--- config.mk ---
export PLATFORM = sky130hd
export DESIGN_NAME = instr_buffer
export DESIGN_NICKNAME = d
export VERILOG_FILES = /design/src/rtl/instr_buffer.sv
export SDC_FILE = /design/constraint.sdc
export NUM_CORES = 2
export LEC_CHECK = 0
export ABC_CLOCK_PERIOD_IN_PS = 9900
export CELL_PAD_IN_SITES_DETAIL_PLACEMENT = 1
export CELL_PAD_IN_SITES_GLOBAL_PLACEMENT = 1
export CORE_MARGIN = 2
export CORE_UTILIZATION = 40
export CTS_BUF_LIST = sky130_fd_sc_hd__clkbuf_4 sky130_fd_sc_hd__clkbuf_8 sky130_fd_sc_hd__clkbuf_16
export CTS_CLUSTER_DIAMETER = 60
export DETAILED_ROUTE_END_ITERATION = 10
export PLACE_DENSITY = 0.68
export SLEW_MARGIN = 15
export SYNTH_ARGS = -nofsm -noshare
export SYNTH_HDL_FRONTEND = slang
export SYNTH_SLANG_ARGS = --single-unit
--- constraint.sdc ---
create_clock -name clk -period 9.9 [get_ports clk]
set_clock_uncertainty 0.15 [all_clocks]
set_input_delay 1.485 -clock clk [delete_from_list [all_inputs] [get_ports clk]]
set_output_delay 1.485 -clock clk [all_outputs]
set_load 0.005 [all_outputs]
--- src/rtl/instr_buffer.sv ---
// Two-wide fetch-to-decode instruction buffer: circular array with head/tail/count.
// Optional macro INSTR_BUFFER_PERF_EN adds the o_full_cycles stall counter.
module instr_buffer #(
  parameter int DEPTH = 8
) (
  input  logic        clk,
  input  logic        rst,
  input  logic [31:0] i_PC1,
  input  logic [31:0] i_PC2,
  input  logic [31:0] i_instr1,
  input  logic [31:0] i_instr2,
  input  logic [33:0] i_brtype_pcpre_1,
  input  logic [33:0] i_brtype_pcpre_2,
  input  logic [7:0]  i_ecode_1,
  input  logic [7:0]  i_ecode_2,
  input  logic [1:0]  i_is_valid,
  input  logic        flush,
  input  logic        i_ready,
  output logic [31:0] o_PC1,
  output logic [31:0] o_PC2,
  output logic [31:0] o_instr1,
  output logic [31:0] o_instr2,
  output logic [33:0] o_brtype_pcpre_1,
  output logic [33:0] o_brtype_pcpre_2,
  output logic [7:0]  o_ecode_1,
  output logic [7:0]  o_ecode_2,
  output logic [1:0]  o_is_valid,
`ifdef INSTR_BUFFER_PERF_EN
  output logic [31:0] o_full_cycles,
`endif
  output logic        stall_full_instr
);

  localparam int AW = $clog2(DEPTH);
  localparam logic [AW:0] FULL_TH = (AW+1)'(DEPTH - 2);

  function automatic logic [1:0] popcount2(input logic [1:0] v);
    popcount2 = {1'b0, v[0]} + {1'b0, v[1]};
  endfunction

  logic [105:0]  mem_q [DEPTH];
  logic [AW-1:0] head_q, head_d, tail_q, tail_d;
  logic [AW:0]   count_q, count_d;
  logic          enq_en_s, deq_en_s;
  logic [1:0]    enq_n_s, deq_n_s;
  logic [AW-1:0] head1_s, slot2_addr_s;

  assign stall_full_instr = (count_q > FULL_TH);
  assign o_is_valid       = flush ? 2'b00 : {count_q >= (AW+1)'(2), count_q >= (AW+1)'(1)};

  assign enq_en_s     = !flush && !stall_full_instr;
  assign deq_en_s     = i_ready && !flush;
  assign enq_n_s      = enq_en_s ? popcount2(i_is_valid) : 2'd0;
  assign deq_n_s      = deq_en_s ? popcount2(o_is_valid) : 2'd0;
  assign head1_s      = head_q + AW'(1);
  // Slot 2 packs down to tail when slot 1 is empty.
  assign slot2_addr_s = i_is_valid[0] ? tail_q + AW'(1) : tail_q;

  assign {o_PC1, o_instr1, o_brtype_pcpre_1, o_ecode_1} = mem_q[head_q];
  assign {o_PC2, o_instr2, o_brtype_pcpre_2, o_ecode_2} = mem_q[head1_s];

  always_comb begin
    head_d  = head_q;
    tail_d  = tail_q;
    count_d = count_q;
    if (flush) begin
      head_d  = '0;
      tail_d  = '0;
      count_d = '0;
    end else begin
      head_d  = head_q + AW'(deq_n_s);
      tail_d  = tail_q + AW'(enq_n_s);
      count_d = count_q + (AW+1)'(enq_n_s) - (AW+1)'(deq_n_s);
    end
  end

  always_ff @(posedge clk) begin
    if (rst) begin
      head_q  <= '0;
      tail_q  <= '0;
      count_q <= '0;
    end else begin
      head_q  <= head_d;
      tail_q  <= tail_d;
      count_q <= count_d;
    end
  end

  // Storage is intentionally left unreset; only valid entries are ever observed.
  always_ff @(posedge clk) begin
    if (!rst && enq_en_s) begin
      if (i_is_valid[0]) begin
        mem_q[tail_q] <= {i_PC1, i_instr1, i_brtype_pcpre_1, i_ecode_1};
      end
      if (i_is_valid[1]) begin
        mem_q[slot2_addr_s] <= {i_PC2, i_instr2, i_brtype_pcpre_2, i_ecode_2};
      end
    end
  end

`ifdef INSTR_BUFFER_PERF_EN
  logic [31:0] full_cycles_q;

  always_ff @(posedge clk) begin
    if (rst) begin
      full_cycles_q <= 32'd0;
    end else if (stall_full_instr) begin
      full_cycles_q <= full_cycles_q + 32'd1;
    end else begin
      full_cycles_q <= full_cycles_q;
    end
  end

  assign o_full_cycles = full_cycles_q;
`endif

endmodule

After elaboration in Yosys (flattened, before gate mapping)
Memory sizes are Yosys's and may differ from the RTL's. A register that Yosys moved wholly into a read port is not among the register bits.
Cells that the tools add are included.
- add/subtract/negate cells: 8
- order comparisons: 3
- muxes and demuxes: 11
- reductions and logical operators: 7
- operator list (operator ; count):
    adder 3 x 1 -> 3 bit (second input constant) ; 2
    adder 3 x 2 -> 3 bit ; 2
    2-to-1 mux 1 bit ; 6
    2-to-1 mux 2 bit ; 3
    2-to-1 mux 3 bit ; 2
    adder 1 x 1 -> 2 bit ; 2
    adder 4 x 2 -> 4 bit ; 1
    greater-or-equal comparator 4 x 1 -> 1 bit (second input constant) ; 1
    greater-or-equal comparator 4 x 2 -> 1 bit (second input constant) ; 1
    > comparator 4 x 3 -> 1 bit (second input constant) ; 1
    subtractor 4 x 2 -> 4 bit ; 1
    logical AND 1 bit ; 3
    logical NOT 1 bit ; 3
    OR reduction 2 bit ; 1
- flip-flop bits (word level): 10
- bits in writable memories: 848
- input port bits: 218
- output and inout bits: 215
- word-level logic and storage cells: 33
- memories kept: 1
- memory list (name ; depth ; width ; read ports ; clocked after memory_dff ; wr ports ; RTL line ; text):
    mem_q ; 8 ; 106 ; 2 ; 1 ; 2 ; 41 ; logic [105:0] mem_q [DEPTH];

Depth between registers and ports, before layout
- depth in word-level cells: 6
- depth in mapped cells: 12
- depth with buffers taken out: 12

Worst setup path after synthesis
Ideal clock, no wire load.
- path kind: in2reg
- start point: input flush
- end point: memory mem_q[3][0] (enable)
- setup time: 0.717 ns
- arrival: 9.328 ns
- data required time: 9.033 ns
- setup slack: -0.295 ns
- stages on the path: 3
- path buffers: 0
- cell sequence: nor2_1 nand4_1 o21ai_0
- RTL lines (item ; RTL line ; text):
    start: declaration ; 17 ; input logic flush,
    end: declaration ; 41 ;

Final worst setup path
- start point: register head_q[1]
- end point: output o_brtype_pcpre_2[8]
- cells in the longest elaborated chain, start to end: 2
- RTL lines (item ; RTL line ; text):
    start: declaration ; 42 ; logic [AW-1:0] head_q, head_d, tail_q, tail_d;
    start signal: assignment ; 79 ; head_q <= '0;
    start signal: assignment ; 83 ; head_q <= head_d;
    adder 3 x 1 -> 3 bit ; 55 ; assign head1_s = head_q + AW'(1);
    memory read (8 x 106 bit) ; n/a ;
    end: declaration ; 24 ; output logic [33:0] o_brtype_pcpre_2,
Every way passes these cells.

==> flow_metrics.py <==
metrics = {
    "timing": {
        "tns_ns": 0,
        "fmaxAchievable_mhz": 154.2,
        "setup_viol_count_final": 0,
        "maxSlewViolCount": 0,
        "finalCriticalPeriod_ns": 6.484,
        "fin_crit_sh_pct": 65.50,
        "worstMarginPinSlew_ns": 1.186,
        "rsz0062_at_grt": "false",
        "hold_viol_final": 0,
        "maxSlewHeadroom_pct": 20.97,
    },
    "global_routing": {
        "overflow": 0,
        "grt_pass1_vias": 32075,
        "antenna_found_initial": 26,
        "grt_pass1_wl_mm": 223.4,
        "globalRouteTotalUtil_pct": 24.32,
        "grt_max_degree": 142,
    },
    "final_layout": {
        "nNetsFinal": 3258,
        "drive_gt1_share_pct": 55.39,
        "mostFrequentLayoutCell": "mux2_2",
        "final_util_pct": 47.95,
        "layout_common_cells": "mux2_2, edfxtp_1, clkdlybuf4s50_1",
        "area_growth_pct": 19.13,
        "fillers": 11246,
    },
    "die": {
        "initial_core_util_pct": 40.25,
        "die_w_um": 354.0,
        "dieHeight_um": 354.0,
        "ios": 433,
        "row_count": 128,
        "core_area_mm2": 0.1217,
        "dieArea_mm2": 0.1253,
    },
    "clocking": {
        "clk_pin_slew_ns": 0.05,
        "cts_max_level": 3,
        "hold_buffers": 0,
        "cts_made_buffers": 103,
        "cts_resized": 0,
        "clock_latency_ns": 0.68,
        "cts.sinks": 858,
        "cts_setup_buffers": 0,
        "cts_tree": "built",
        "root_buffer": "clkbuf_16",
        "clk_path_buf_depth": 3,
    },
    "routing": {
        "dr_total_vias": 28876,
        "via_per_inst": 6.084,
        "wire_per_inst_um": 32.33,
        "dr.pass1.iters": 5,
        "route.detailed.drc": 0,
        "drtIter0Drc": 2224,
        "drtAntennaViolNets": 0,
        "drt-total-wl_mm": 153.5,
    },
    "yosys": {
        "yosys_warnings": 0,
        "ys_async_sr_fraction_pct": 0,
        "yosysSeqAreaShare_pct": 52.38,
        "syn_inst": 2653,
        "synth_seq_cells": 858,
        "synth_cell_types": 41,
        "syn_area_mm2": 0.04899,
        "synth-edff-count": 848,
        "synth.avg_cell_area_um2": 18.47,
        "synthesis.nets": 2887,
        "synth_ff_type": "edfxtp_1",
    },
    "pwr": {
        "ir_worst_vdd_v": 0.0001190,
        "p_switching_w": 0.002010,
        "p_leak_nw": 17.96,
        "p_per_area_mw_per_mm2": 151.4,
        "power_frac_clock_pct": 43.0,
        "p_seq_share_pct": 46.2,
        "swShare_pct": 22.76,
        "comb_power_share_pct": 10.8,
        "p_int_w": 0.006824,
    },
    "critical_path": {
        "cpLargestDelayFamily": "buffers and inverters",
        "path_max_fanout": 62,
        "required_ns": 8.27,
        "start_kind": "flop",
        "setup.worst_path.end_class": "output pin",
        "path_cells": "ha_4 -> buf_4 -> mux4_2 -> mux2_2 -> clkdlybuf4s50_1",
        "critical_path_class": "flop to output pin",
        "slowest_delay_ns": 1.00,
        "cp.arrival_ns": 4.85,
        "crit_buf_inv": 2,
        "path_depth": 5,
        "ff2ff_path_depth": 7,
        "critPathSlowestCell": "buf_4",
    },
    "worst_hold_path": {
        "min_path_cells": 2,
        "hold_path_class": "flop to flop",
    },
    "placed_design": {
        "port_buffers": 432,
        "gp_congestion": 0.7592,
        "place.detailed.hpwl_mm": 85.36,
    },
    "status": {
        "run_status": "finished clean",
    },
    "run": {
        "cap_violations": 0,
    },
}
-- cells in the mapped netlist, types with 3 or more instances --
cell type	instances	area share, %
mux4_2	424	19
nor2_1	9	0.069
ha_1	12	0.31
nor2b_1	4	0.051
buf_2	78	0.80
xor2_1	3	0.054
clkbuf_1	72	0.55
buf_1	28	0.21
and2_1	4	0.051
fa_1	4	0.16
dfxtp_1	10	0.41
mux2_2	1060	24
buf_4	21	0.32
buf_6	14	0.32
edfxtp_1	848	52
nand4_1	3	0.038
xnor2_1	3	0.054
o21bai_1	4	0.061
o21ai_0	4	0.041
inv_1	14	0.11
nand2_1	4	0.031
nand3b_1	4	0.061
-- area by class of cell --
| cell class | count | area, um2 | share of cell area [%] |
|---|---|---|---|
| flip-flops and latches | 858 | 25680 | 43.99 |
| multi-input cells | 1568 | 22390 | 38.36 |
| clock buffers | 127 | 2793 | 4.785 |
| clock inverters | 63 | 581.8 | 0.9968 |
| inverters | 14 | 52.55 | 0.09004 |
| diodes | 12 | 30.03 | 0.05145 |
| well taps | 1625 | 2033 | 3.484 |
| repair buffers | 479 | 4810 | 8.241 |
-- sequential cells by signal, indices dropped and copies added, names as in the netlist --
register and flops:
count_q 4, mem_q 848, tail_q 3, head_q 3
-- worst paths after layout --
kind / start / endpoint / slack [ns]
setup reg to reg: tail_q[1]$_SDFF_PP0_ / mem_q[7][46]$_DFFE_PP_ / 5.25
setup / recovery: head_q[1]$_SDFF_PP0_ / o_brtype_pcpre_2[8] / 3.42
hold / removal: count_q[0]$_SDFF_PP0_ / count_q[0]$_SDFF_PP0_ / 0.48
hold reg to reg: count_q[0]$_SDFF_PP0_ / count_q[0]$_SDFF_PP0_ / 0.48
-- metrics by stage --
| step | instance area, um2 | std cells | hold slack (ns) | power [W] | setup WS, ns |
|---|---|---|---|---|---|
| floorplan | 48990 | 2653 | 0.4154 | 0.004655 | -0.2947 |
| global placement | 54930 | 4543 | 0.4535 | 0.005075 | 3.827 |
| detailed placement | 54930 | 4543 | 0.4785 | 0.005112 | 3.735 |
| CTS | 58310 | 4733 | 0.4906 | 0.008919 | 3.306 |
| global route | 58360 | 4744 | 0.5048 | 0.009095 | 3.222 |
| finish | 58360 | 4746 | 0.4834 | 0.008834 | 3.416 |
-- cells by family after synthesis --
group	count (synthesis)	share of synthesized area [%]
mux	1484	43.85
buf+inv	227	2.314
flops	858	52.38
simple gates	45	0.6436
compound gates	17	0.2273
fa+ha+maj	16	0.4699
xor+xnor	6	0.1073
-- worst reg2reg max path, cell delays in order, from the launching register on --
cell      delay, ns
dfxtp_1        0.39
ha_1           0.44
nand3b_1       0.16
o211ai_1       0.56
nand2_4        0.72
o21ai_4        0.28
buf_4          0.56
buf_4          0.92
-- power by group through the flow --
stage,combinational [W],sequential [W],clock (W)
4_1_cts,0.000963,0.00408,0.00387
2_1_floorplan,0.000498,0.00416,0
5_1_grt,0.00102,0.00409,0.00399
6_report,0.000954,0.00408,0.00380
3_3_place_gp,0.000923,0.00415,0
3_5_place_dp,0.000954,0.00416,0
-- routing by layer --
layer | vias up | GRT usage, % | share of wire [%]
met1 | 15694 | 31.82 | 41
met4 | 28 | 7.000 | 2.4
met2 | 1000 | 41.39 | 50
met5 | - | 0 | 0.11
li1 | 11943 | - | -
met3 | 211 | 4.454 | 6.7
Note: power is estimated with default switching activity, not from simulation.
